[config.mk]
export PLATFORM = sky130hd
export DESIGN_NAME = jam_cost_table
export DESIGN_NICKNAME = d
export VERILOG_FILES = /design/src/rtl/jam_pkg.sv /design/src/rtl/jam_cost_mem.sv /design/src/rtl/jam_cost_table.sv
export SDC_FILE = /design/constraint.sdc
export NUM_CORES = 1
export LEC_CHECK = 0
export ABC_AREA = 1
export ABC_CLOCK_PERIOD_IN_PS = 2000
export CORE_ASPECT_RATIO = 0.75
export CORE_MARGIN = 4
export CORE_UTILIZATION = 50
export CTS_CLUSTER_DIAMETER = 60
export DETAILED_ROUTE_END_ITERATION = 12
export PLACE_DENSITY = 0.66
export SLEW_MARGIN = 5
export SYNTH_ARGS = -nofsm -noshare
export SYNTH_HDL_FRONTEND = slang
export SYNTH_SLANG_ARGS = --single-unit
[constraint.sdc]
create_clock -name CLK -period 2 [get_ports CLK]
set_clock_uncertainty 0.05 [all_clocks]
set_input_delay 0.4 -clock CLK [delete_from_list [all_inputs] [get_ports CLK]]
set_output_delay 0.4 -clock CLK [all_outputs]
set_load 0.01 [all_outputs]
[src/rtl/jam_pkg.sv]
// Shared constants and state encoding for the job-assignment cost table.
// No logic; widths and the FSM state type used by jam_cost_table.
// Optional checksum feature is selected by JAM_COST_CHECKSUM_EN in the top.
package jam_pkg;

  localparam int N_JOBS = 8;   // workers = jobs
  localparam int COST_W = 7;   // cost entry width
  localparam int IDX_W  = 3;   // worker / job index width
  localparam int CNT_W  = 7;   // load counter, holds 0..64
  localparam int ADDR_W = 2 * IDX_W;

  typedef enum logic [1:0] {
    IDLE  = 2'd0,
    LOAD  = 2'd1,
    CHECK = 2'd2,
    SERVE = 2'd3
  } state_t;

endpackage

[src/rtl/jam_cost_mem.sv]
// Cost storage: register array, one synchronous write port, one async read port.
// Latency: write visible on rd_dat the cycle after the write edge; read is 0-cycle.
// Backpressure: none; the caller gates we.
module jam_cost_mem #(
  parameter int ADDR_W = 6,
  parameter int DAT_W  = 7
) (
  input  logic              CLK,
  input  logic              we,
  input  logic [ADDR_W-1:0] wr_addr,
  input  logic [DAT_W-1:0]  wr_dat,
  input  logic [ADDR_W-1:0] rd_addr,
  output logic [DAT_W-1:0]  rd_dat
);

  // Contents are left unreset; the top masks reads until a full load lands.
  logic [DAT_W-1:0] mem [2**ADDR_W];

  // Single write port, row-major address supplied by the load counter.
  always_ff @(posedge CLK) begin
    if (we) begin
      mem[wr_addr] <= wr_dat;
    end
  end

  assign rd_dat = mem[rd_addr];

endmodule

[src/rtl/jam_cost_table.sv]
// Cost-table responder: loads an 8x8 cost matrix over valid/ready, then serves (W,J) lookups.
// Latency: Cost is a 0-cycle mux of the stored table; TableReady rises the cycle after the last accepted word.
// Backpressure: LD_READY high only while loading (or awaiting checksum with JAM_COST_CHECKSUM_EN); low in IDLE/SERVE.
module jam_cost_table #(
  parameter int N_JOBS = jam_pkg::N_JOBS,
  parameter int COST_W = jam_pkg::COST_W
) (
  input  logic                      CLK,
  input  logic                      RST,
  input  logic                      LD_VALID,
  input  logic [COST_W-1:0]         LD_DATA,
  output logic                      LD_READY,
  input  logic                      Clear,
  input  logic [jam_pkg::IDX_W-1:0] W,
  input  logic [jam_pkg::IDX_W-1:0] J,
  output logic [COST_W-1:0]         Cost,
  output logic                      TableReady,
  output logic                      LdErr
);

  import jam_pkg::*;

  localparam logic [CNT_W-1:0] LAST_IDX = CNT_W'(N_JOBS * N_JOBS - 1);

  state_t            state_q, state_d;
  logic [CNT_W-1:0]  idx_q, idx_d;
  logic              we;
  logic [COST_W-1:0] rd_dat;

`ifdef JAM_COST_CHECKSUM_EN
  logic [COST_W-1:0] acc_q, acc_d;
  logic              ld_err_q, ld_err_d;
`endif

  // State, counter and checksum registers; reset discards any partial load.
  always_ff @(posedge CLK or negedge RST) begin
    if (!RST) begin
      state_q  <= IDLE;
      idx_q    <= '0;
`ifdef JAM_COST_CHECKSUM_EN
      acc_q    <= '0;
      ld_err_q <= 1'b0;
`endif
    end else begin
      state_q  <= state_d;
      idx_q    <= idx_d;
`ifdef JAM_COST_CHECKSUM_EN
      acc_q    <= acc_d;
      ld_err_q <= ld_err_d;
`endif
    end
  end

  // Next-state, counter update, write enable and load handshake.
  always_comb begin
    state_d  = state_q;
    idx_d    = idx_q;
    we       = 1'b0;
    LD_READY = 1'b0;
`ifdef JAM_COST_CHECKSUM_EN
    acc_d    = acc_q;
    ld_err_d = ld_err_q;
`endif
    case (state_q)
      IDLE: begin
        state_d = LOAD;
      end
      LOAD: begin
        LD_READY = 1'b1;
        if (LD_VALID) begin
          we    = 1'b1;
          idx_d = idx_q + 1'b1;
`ifdef JAM_COST_CHECKSUM_EN
          acc_d = acc_q + LD_DATA;
          if (idx_q == '0) begin
            ld_err_d = 1'b0;
          end
          if (idx_q == LAST_IDX) begin
            state_d = CHECK;
          end
`else
          if (idx_q == LAST_IDX) begin
            state_d = SERVE;
          end
`endif
        end
      end
      CHECK: begin
`ifdef JAM_COST_CHECKSUM_EN
        LD_READY = 1'b1;
        if (LD_VALID) begin
          if (LD_DATA == acc_q) begin
            state_d = SERVE;
          end else begin
            ld_err_d = 1'b1;
            idx_d    = '0;
            acc_d    = '0;
            state_d  = LOAD;
          end
        end
`else
        state_d = LOAD;
`endif
      end
      SERVE: begin
        state_d = SERVE;
      end
      default: begin
        state_d = IDLE;
      end
    endcase
    // Clear wins over a same-cycle transfer: word neither written nor counted.
    if (Clear) begin
      state_d = LOAD;
      idx_d   = '0;
      we      = 1'b0;
`ifdef JAM_COST_CHECKSUM_EN
      acc_d    = '0;
      ld_err_d = 1'b0;
`endif
    end
  end

  jam_cost_mem #(
    .ADDR_W (ADDR_W),
    .DAT_W  (COST_W)
  ) u_mem (
    .CLK     (CLK),
    .we      (we),
    .wr_addr (idx_q[ADDR_W-1:0]),
    .wr_dat  (LD_DATA),
    .rd_addr ({W, J}),
    .rd_dat  (rd_dat)
  );

  assign TableReady = (state_q == SERVE);
  assign Cost       = TableReady ? rd_dat : '0;

`ifdef JAM_COST_CHECKSUM_EN
  assign LdErr = ld_err_q;
`else
  assign LdErr = 1'b0;
`endif

endmodule

# Word level (Yosys, flattened, before mapping)
# Memory sizes are Yosys's and may differ from the RTL's.
# Index checks and enable logic that the tools add are counted.
# classes
n_reduce_logical	6
addsub	1
n_eq_ne	6
n_mux	14
# op_table
cell	count
$mux 7	4
$add 7x1->7 const B	1
$eq 7x6->1 const B	1
$mux 1	6
$mux 2	3
$ne 3x3->1 const B	2
$pmux 2 s3	1
$eq 2x2->1 const B	2
$reduce_and 2->1	2
$reduce_bool 2->1	2
$eq 2x1->1 const B	1
$logic_not 2->1	1
$reduce_or 2->1	1
# word_totals
n_memories	1
in_bits	17
ramBits	448
regBits	9
# memory_table
memory	depth	width	rd	rd_ports_with_merged_regs	wr	line	rtl
u_mem.mem	64	7	1	0	1	jam_cost_mem.sv:17	logic [DAT_W-1:0] mem [2**ADDR_W];

# Depth between registers and ports, before layout
# Gate-level depths: netlist of run 1.
# logic_depth
depth_word	5
depth_mapped	12
depth_no_buf	9

# By module
# From an unflattened synthesis of run 1, not the netlist that was laid out.
# hier_totals
hier_cells	1657
area_unflattened_um2	18951.9
# by_module_without_submodules
mod	n_inst	seq_area_each_um2	cells_each	area_per_inst_um2
jam_cost_mem	1	13452.9	1583	18405.2
jam_cost_table	1	225.2	74	546.8

# Least setup slack after synthesis of run 1
# No wires, ideal clock.
# synth_timing
path_kind	register -> register
startpoint	register state_q[1]
endpoint	memory u_mem.mem[0][0], enable pin
setup_ns	0.360
stages_incl_launch_ff	7
path_buffers	1
path_slack_ns	0.004
arrival_ns	1.586
cell_sequence	dfrtp_1 > nor2_1 > nand2_1 > nor2_2 > buf_4 > nand4_2 > nor2_1
# synth_between
elab_chain_cells	5
# synth_rtl
item	line	rtl
start: declaration	jam_cost_table.sv:25	state_t state_q, state_d;
start signal: assignment	jam_cost_table.sv:45	state_q <= state_d;
$eq 2x1->1	jam_cost_table.sv:64	case (state_q)
$mux 1	jam_cost_table.sv:64	
$mux 1	jam_cost_table.sv:113	if (Clear) begin
$mux 1	jam_cost_mem.sv:21	if (we) begin
$mux 1 (implied by the code)	jam_cost_mem.sv:22	mem[wr_addr] <= wr_dat;
end: declaration	jam_cost_mem.sv:17	
# Every way passes these cells.

# Final worst setup path of run 1
# layout_timing
startpoint	input port J[1] (netlist bit)
endpoint	output port Cost[3]
# layout_between
elab_chain_cells	2
# layout_rtl
item	line	rtl
start: declaration	jam_cost_table.sv:15	input logic [jam_pkg::IDX_W-1:0] J,
$mem_v2 64x7	n/a	
$mux 7	jam_cost_table.sv:137	assign Cost = TableReady ? rd_dat : '0;
end: declaration	jam_cost_table.sv:16	output logic [COST_W-1:0] Cost,
# Every way passes these cells.

==> results of run 1 <==
[cells by family (layout without fill, tap and decap cells)]
group / after synthesis / count (layout) / share of synthesized area
fa+ha+maj: 1 / 1 / 0.0006621
other cells: 2 / 2 / 0.0003974
xor+xnor: 1 / 1 / 0.0004636
compound gates: 19 / 19 / 0.005562
buf+inv: 115 / 325 / 0.03510
flops: 457 / 457 / 0.7239
simple gates: 1038 / 1038 / 0.2339
[final timing paths]
kind                            start                to  cells past startpoint
min                               RST          idx_q[2]                      1
max                              J[1]           Cost[3]                     13
min reg2reg                state_q[0]        state_q[1]                      2
max reg2reg                state_q[0]  u_mem.mem[33][0]                     10
max in group asynchronous         RST          idx_q[5]                      1
min in group CLK           LD_DATA[3]  u_mem.mem[13][3]                      1
[stage by stage]
stage | util | hold slack [ps] | setup TNS [ps] | instances | cell area [µm²]
after global placement | 0.5580 | 464.8 | -80090 | 2223 | 20740
after floorplan | - | 54.41 | 0 | 1633 | 18900
after detailed placement | 0.5580 | 479.7 | -90480 | 2223 | 20740
final | 0.6479 | 106.8 | -2180 | 2347 | 24080
after global routing | 0.6479 | 133.8 | -8862 | 2347 | 24080
after CTS | 0.6139 | 105.7 | -2035 | 2317 | 22820
[what timing repair did]
action                                  CTS  global route
endpoints found under the setup margin    9           430
endpoints found under the hold margin     0             0
pin swaps                                55            66
setup buffers                             4            18
resized for setup                       136           198
hold buffers                              0             0
gates cloned                             12            13
[state kept, by name, summed over array words and instances (netlist names)]
| name | flops |
|---|---|
| idx_q | 7 |
| state_q | 2 |
| u_mem.mem | 448 |
[worst reg2reg max path: cells and delay by family, from the launching register on]
kind / cells / cell delay (ps)
and+or+nand+nor: 5 / 630
DFF: 1 / 380
buffers and inverters: 5 / 680
[power by group through the flow]
stage	clock network [µW]	logic, µW	registers [µW]
3_3_place_gp	0	1250	10700
2_1_floorplan	0	668	10700
4_1_cts	7970	1470	10500
6_report	7880	1750	10500
5_1_grt	8390	1860	10500
3_5_place_dp	0	1270	10700
[final cells by class]
cell class	instances	area (µm²)	share of cell area
timing repair buffer	225	2830	0.1175
tap	504	630.6	0.02618
clock inverter	28	186.4	0.007741
inverter	19	113.9	0.004728
multi-input combinational	1061	5461	0.2268
timing repair inverter	1	30.03	0.001247
clock buffer	52	1152	0.04785
sequential	457	13680	0.5680
[per-layer routing]
layer,part of all wire,GRT usage,routed length [µm],up-vias
met3,0.097,0.04290,5171,88
li1,-,-,-,6082
met2,0.45,0.3703,24060,690
met5,0,0,0,-
met1,0.43,0.3781,22750,6656
met4,0.025,0.05824,1311,0
[cell usage after synthesis (all sizes together)]
| cell | n |
|---|---|
| nand2 | 573 |
| edfxtp | 448 |
| nand3 | 387 |
| buf | 83 |
| nor2 | 71 |
| inv | 19 |
| clkbuf | 13 |
| a21oi | 9 |
| dfrtp | 9 |
| o21ai | 7 |
| nand4 | 5 |
| conb | 2 |
| nor3 | 2 |
| a211oi | 1 |
| ha | 1 |
| o2bb2ai | 1 |
| o32ai | 1 |
| xor2 | 1 |
[layout by cell type (no fill, tap or decap), types with 7 or more instances in the layout]
| cell type | instances |
|---|---|
| buf_4 | 108 |
| buf_16 | 18 |
| edfxtp_1 | 448 |
| buf_2 | 13 |
| dfrtp_1 | 9 |
| nand2_1 | 528 |
| clkbuf_16 | 58 |
| nand2_2 | 40 |
| nand3_2 | 109 |
| clkinv_1 | 15 |
| buf_12 | 33 |
| clkbuf_1 | 7 |
| buf_6 | 26 |
| nand3_1 | 270 |
| nor2_1 | 40 |
| inv_1 | 12 |
| nand3_4 | 8 |
| nor2_2 | 26 |
| clkinv_2 | 7 |
==> flow_metrics.tcl, run 1 <==
set metrics [dict create \
    status "complete, but fails checks" \
    violations "negative setup slack" \
    insertion_delay_ps 550 \
    h-tree-depth 2 \
    ys_warn_count 0 \
    synth_largest_area_cell "edfxtp_1" \
    synth_area_um2 18900 \
    layout_setup_ws_ps -322.3 \
    start_kind "input port" \
    grt_pass1_wl_um 76610 \
    netlist_instances 1633 \
    peakVddDrop_mv 0.6965 \
    rsz0062_at_grt "true" \
    drive_above_1_share 0.2637 \
    finalCritPeriodShare 1.161 \
    post_drt_via_cell_ratio 5.759 \
    fmax_mhz 430.6 \
    finalHoldViolCount 0 \
    pwr-share-seq 0.522 \
    crit_family "buffers and inverters" \
    crit_type "input port to output pin" \
    vias 13516 \
    die_y_um 176.4 \
    synth_area_leaders "edfxtp_1 71%, nand2_1 11%, nand3_1 10%" \
    ys_seq_elements 457 \
    p_sw_frac 0.2287 \
    clk_pin_slew_ps 60 \
    io_pins 27 \
    grt_use_total 0.2460 \
    syn_area_per_cell_um2 11.57 \
    powerDensity_nw_per_um2 836.7 \
    core.rowCount 61 \
    grt_max_degree 65 \
    fill_cells 2747 \
    crit_chain "buf_12 > clkinv_8 > buf_16 > buf_8 > buf_4 > nand3_2 > nand3_4 > nand2_2 > nand2_1 > nand3_2 > nand3_4 > a21oi_2 > buf_2" \
    p_leak_uw 0.008943 \
    place_ws_ps -942.8 \
    fp.dieW_um 232.5 \
    grt-ovfl-total 0 \
    maxSlewViolCount 0 \
    cts_tree "yes" \
    crit_buf_inv 6 \
    yosysSeqAreaShare 0.7239 \
    clockBufferDepth 3 \
    first_iter_violations 1817 \
    p_switching_uw 4609 \
    p_comb_frac 0.087 \
    clock_sinks 457 \
    synth_top_cell_area_share 0.7120 \
    min_period_ps 2322 \
    drv_cap 0 \
    crit_fanout 6 \
    drc 0 \
    grt_pass1_vias 12620 \
    area_delta_synth_final_pct 27.45 \
    antenna_found_initial 0 \
    hold_path_class "input port to async pin" \
    power_uw 20150 \
    wl_per_cell_um 22.71 \
    initial_core_util 0.5084 \
    ant_nets 0 \
    cpPeakStageDelay_ps 160 \
    worst_ep_required_time_ps 1550 \
    synth.distinct_cells 28 \
    p_int_uw 15540 \
    syn_nets 1651 \
    diodes 0 \
    cts_buffers 44 \
    port-buffer-count 25 \
    finalNetCount 1827 \
    routed_wl_um 53290 \
    coreArea_um2 37170 \
    r2r_slack_ps -10 \
    clock_power_share 0.391 \
    final-setup-viol-count 32 \
    cts_root_buf "clkbuf_16" \
    critical_path_arrival_ps 1870 \
    cp_slowest_cell "a21oi_2" \
    dieArea_um2 41000 \
    end_kind "output pin" \
    dp_hpwl_um 28810 \
    gp_congestion 0.8921 \
    drt_pass1_iterations 5 \
]
Note: power is estimated with default switching activity, not from simulation.
==> inputs of run 2 (changes only) <==
CORE_UTILIZATION = 40   (was 50)
GPL_ROUTABILITY_DRIVEN = 0   (was unset)
PLACE_DENSITY = unset   (was 0.66)
==> run 2 against run 1 <==
  * The run still ends with negative setup slack left
  * Critical path type is now flop to output pin
  * Critical endpoint is now Cost[0]
  * Combinational power fell by 11%
  * Total power decreased by 0.55%
  * Die area rose by 24%
  * Worst setup slack got worse by 59 ps
==> flow_metrics.tcl, run 2 (synthesis gave the netlist of run 1 again) <==
set metrics [dict create \
    status "complete, but fails checks" \
    violations "negative setup slack" \
    start_kind "flop" \
    cts_root_buf "clkbuf_16" \
    powerDensity_nw_per_um2 854.1 \
    tightestPinTransition_ps 514.0 \
    worst_ep_required_time_ps 1550 \
    hold_path_class "input port to async pin" \
    cts_tree "yes" \
    finalCritPeriodShare 1.191 \
    maxSlewViolCount 0 \
    min_period_ps 2381 \
    area_delta_synth_final_pct 24.18 \
    peakVddDrop_mv 0.4974 \
    p_comb_frac 0.078 \
    ant_nets 0 \
    fmax_mhz 419.9 \
    p_sw_frac 0.2270 \
    final-setup-viol-count 7 \
    dp_cells 2335 \
    r2r_slack_ps 30 \
    grt_use_total 0.2057 \
    fill_cells 4029 \
    clk_pin_slew_ps 60 \
    p_leak_uw 0.008582 \
    post_drt_via_cell_ratio 5.441 \
    hold_slack_ps 101.0 \
    io_pins 27 \
    final_cell_mix "548 x nand2_1, 448 x edfxtp_1, 293 x nand3_1" \
    cpPeakStageDelay_ps 420 \
    cts_hold_buffers 0 \
    cp_slowest_cell "edfxtp_1" \
    crit_chain "nand2_1 > nand3_2 > nand3_2 > nand2_1 > nand2_1 > nand3_2 > nand3_2 > a21oi_4 > buf_6" \
    dieArea_um2 50820 \
    rsz0062_at_grt "true" \
    grt_max_degree 65 \
    clock_power_share 0.397 \
    crit_type "flop to output pin" \
    insertion_delay_ps 540 \
    drive_above_1_share 0.2196 \
    path_common_cell "nand3_2" \
    final_cells 2438 \
    finalHoldViolCount 0 \
    pwr-share-seq 0.525 \
    initial_core_util 0.4075 \
    diodes 0 \
    routed_wl_um 53780 \
    p_int_uw 15490 \
    antenna_found_initial 0 \
    port-buffer-count 25 \
    layout_setup_ws_ps -381.5 \
    coreArea_um2 46370 \
    top_register "u_mem.mem" \
    vias 13265 \
    grt_pass1_vias 12331 \
    power_uw 20040 \
    cts_buffers 45 \
    h-tree-depth 2 \
    grt_pass1_wl_um 78870 \
    clock_sinks 457 \
    finalNetCount 1791 \
    largest_register_ff_count 448 \
    drt_pass1_iterations 7 \
    layout_commonest_cell "nand2_1" \
    drv_cap 0 \
    grt-ovfl-total 0 \
    drc 0 \
    crit_fanout 1 \
    maxSlewHeadroom 0.6564 \
    core.rowCount 68 \
    fp.dieW_um 259.0 \
    utilization 0.5060 \
    die_y_um 196.2 \
    p_switching_uw 4550 \
    dp_hpwl_um 30320 \
    wl_per_cell_um 22.06 \
    end_kind "output pin" \
    clockBufferDepth 3 \
    first_iter_violations 1615 \
    critical_path_arrival_ps 1930 \
    tns_ps -2451 \
    reg_top3 "u_mem.mem (448), idx_q (7), state_q (2)" \
]
==> run 2: cell count changes in the layout (fill, tap and decap cells not counted), moves of 6 or more <==
cell       change
a21oi_2        -6
clkinv_1       -6
nand3_4        -6
nand2_2       -16
nand2_1       +20
clkbuf_16      -8
nand3_1       +23
nor2_1        +10
nor2_2        -15
buf_4         -13
nand3_2       -17
a21oi_4        +6
==> run 2: worst max-delay path, delay by kind of cell, from the launching register on <==
family,cells,cell delay (ps)
simple gates,7,570
flops,1,420
compound gates,1,260
buf+inv,1,140
==> run 2: metal layers <==
| metal | up-vias | part of all wire | track usage |
|---|---|---|---|
| met5 | - | 0 | 0 |
| met4 | 0 | 0.022 | 0.04416 |
| met3 | 94 | 0.11 | 0.05678 |
| met2 | 734 | 0.42 | 0.2885 |
| met1 | 6430 | 0.45 | 0.3194 |
| li1 | 6007 | - | - |
==> run 2: repair_timing <==
action	4_1_cts	5_1_grt
resized for setup	141	109
cloned	10	3
setup endpoints to repair	9	52
buffers inserted	8	1
pin swaps	19	50
==> run 2: area by class of cell <==
class	count	area (µm²)	share of cell area
tap	630	788.3	0.03359
clock inverter	23	146.4	0.006239
timing repair buffer	188	2246	0.09572
clock buffer	59	1221	0.05204
timing repair inverter	1	11.26	0.0004799
multi-input combinational	1061	5276	0.2249
inverter	19	96.34	0.004106
sequential	457	13680	0.5829
==> run 2: worst paths after layout <==
check	startpoint	depth (start not counted)	end
min reg2reg	state_q[1]	2	state_q[1]
max	u_mem.mem[5][0]	9	Cost[0]
min in group CLK	LD_DATA[6]	2	u_mem.mem[40][6]
max in group asynchronous	RST	1	idx_q[4]
min	RST	1	state_q[0]
max reg2reg	state_q[1]	9	u_mem.mem[34][0]
==> run 2: per-stage QoR <==
stage	area (µm²)	worst slack, ps
floorplan	18900	4.386
global placement	20790	-1024
detailed placement	20790	-1038
CTS	22940	-372.0
global route	23460	-467.4
finish	23460	-381.5
==> run 2: power groups by stage <==
stage	Combinational, µW	Clock, µW	Sequential, µW
6_report	1560	7960	10500
5_1_grt	1680	8500	10500
4_1_cts	1460	8090	10500
3_5_place_dp	1270	0	10700
3_3_place_gp	1260	0	10700
2_1_floorplan	668	0	10700
==> inputs of run 3 (changes only) <==
CAP_MARGIN = 20   (was unset)
REMOVE_ABC_BUFFERS = 1   (was unset)
==> run 3 against run 2 <==
  * The run still ends with negative setup slack left
  * Sequential power barely moved
  * Hold slack improved by 15 ps
  * Flip-flop and latch count did not move
  * Die area did not move
  * Critical endpoint unchanged
  * Worst setup slack got worse by 34 ps
==> flow_metrics.tcl, run 3 (synthesis gave the netlist of run 1 again) <==
set metrics [dict create \
    critical_path_arrival_ps 1970 \
    grt_max_degree 65 \
    initial_core_util 0.4075 \
    drive_above_1_share 0.2710 \
    peakVddDrop_mv 0.7347 \
    crit_chain "clkdlybuf4s50_1 > buf_4 > inv_2 > buf_12 > nand2_1 > nand3_2 > nand3_2 > a21oi_2 > buf_2" \
    fp.dieW_um 259.0 \
    drv_cap 0 \
    start_kind "input port" \
    finalHoldViolCount 0 \
    dieArea_um2 50820 \
    antenna_found_initial 1 \
    hold_path_class "input port to async pin" \
    maxSlewViolCount 0 \
    status "complete, but fails checks" \
    reg2reg_to "u_mem.mem[1][0]" \
    crit_type "input port to output pin" \
    layout_setup_ws_ps -415.2 \
    port-buffer-count 25 \
    io_pins 27 \
    fill_cells 3842 \
    cts_hold_buffers 0 \
    tightestPinTransition_ps 665.1 \
    coreArea_um2 46370 \
    insertion_delay_ps 560 \
    clock_sinks 457 \
    vias 13561 \
    cp_slowest_cell "clkdlybuf4s50_1" \
    die_y_um 196.2 \
    r2r_slack_ps -30 \
    drt_pass1_iterations 6 \
    cpPeakStageDelay_ps 400 \
    reg2reg_depth 9 \
    fmax_mhz 414.0 \
    grt_pass1_vias 12874 \
    path_common_cell "nand3_2" \
    first_iter_violations 1771 \
    top_register "u_mem.mem" \
    ant_nets 0 \
    core.rowCount 68 \
    routed_wl_um 55990 \
    h-tree-depth 2 \
    drc 0 \
    p_leak_uw 0.009022 \
    area_delta_synth_final_pct 29.70 \
    final_cell_mix "528 x nand2_1, 448 x edfxtp_1, 264 x nand3_1" \
    cts_buffers 45 \
    violations "negative setup slack" \
    finalNetCount 1832 \
    reg_top3 "u_mem.mem (448), idx_q (7), state_q (2)" \
    post_drt_via_cell_ratio 5.470 \
    largest_register_ff_count 448 \
    dp_hpwl_um 32780 \
    layout_commonest_cell "nand2_1" \
    postPlaceCellArea_um2 20970 \
    crit_fanout 14 \
    powerDensity_nw_per_um2 848.5 \
    grt-ovfl-total 0 \
    worst_ep_required_time_ps 1550 \
    hold_slack_ps 115.9 \
    r2r-start "state_q[1]" \
    diodes 0 \
    crit_buf_inv 5 \
    crit_family "buffers and inverters" \
    grt_use_total 0.2098 \
    wl_per_cell_um 22.58 \
    grt_pass1_wl_um 81090 \
    cts_root_buf "clkbuf_16" \
    finalCritPeriodShare 1.208 \
    cts_tree "yes" \
    min_period_ps 2415 \
    maxSlewHeadroom 0.5566 \
    clockBufferDepth 3 \
    final-setup-viol-count 54 \
    utilization 0.5285 \
    end_kind "output pin" \
    stdcell_area_um2 24510 \
    rsz0062_at_grt "true" \
    clk_pin_slew_ps 60 \
]
==> run 3: layer usage <==
metal / GRT usage / vias up / wire, µm
met2: 0.3133 / 615 / 24590
met4: 0.04595 / 2 / 1179
met5: 0 / - / 10
li1: - / 6106 / -
met3: 0.04504 / 96 / 5231
met1: 0.3175 / 6742 / 24980
==> run 3: per-stage QoR <==
stage	total power, µW	setup TNS, ps	setup slack, ps	cells
global placement	12030	-110050	-973.6	2355
CTS	20690	-4720	-398.9	2463
floorplan	11220	-75800	-1100	1537
detailed placement	12040	-112500	-1006	2355
global route	21440	-6719	-458.4	2479
finish	20800	-3138	-415.2	2479
==> run 3: repair_timing <==
action                                  4_1_cts  5_1_grt
endpoints found under the setup margin      273      403
buffers inserted                             16        7
gates cloned                                 10       12
resized for setup                           164      194
pin swaps                                    20       57
==> run 3: power by group <==
| part | internal (µW) | leakage (µW) | switching, µW |
|---|---|---|---|
| sequential | 10500 | 0.00415 | 7.00 |
| combinational | 638 | 0.00415 | 1110 |
| clock | 4870 | 0.000721 | 3650 |
| total | 16000 | 0.00902 | 4770 |
==> run 3: final cells by class <==
cell class,instances,area (µm²),share of cell area
Clock inverter,29,289.0,0.01179
Inverter,19,110.1,0.004493
Tap cell,630,788.3,0.03216
Timing Repair Buffer,230,2864,0.1169
Clock buffer,53,1177,0.04804
Multi-Input combinational cell,1061,5602,0.2286
Sequential cell,457,13680,0.5581
==> run 3: how the worst max path moves through the flow <==
| stage | startpoint | end | slack, ps | cells past startpoint |
|---|---|---|---|---|
| 4_1_cts | J[0] | Cost[5] | -400 | 14 |
| 3_3_place_gp | J[0] | Cost[0] | -970 | 12 |
| 5_1_grt | J[0] | Cost[2] | -460 | 14 |
| 6_report | W[0] | Cost[0] | -420 | 9 |
| 3_5_place_dp | J[0] | Cost[2] | -1010 | 12 |
| 2_1_floorplan | J[1] | Cost[5] | -1100 | 8 |
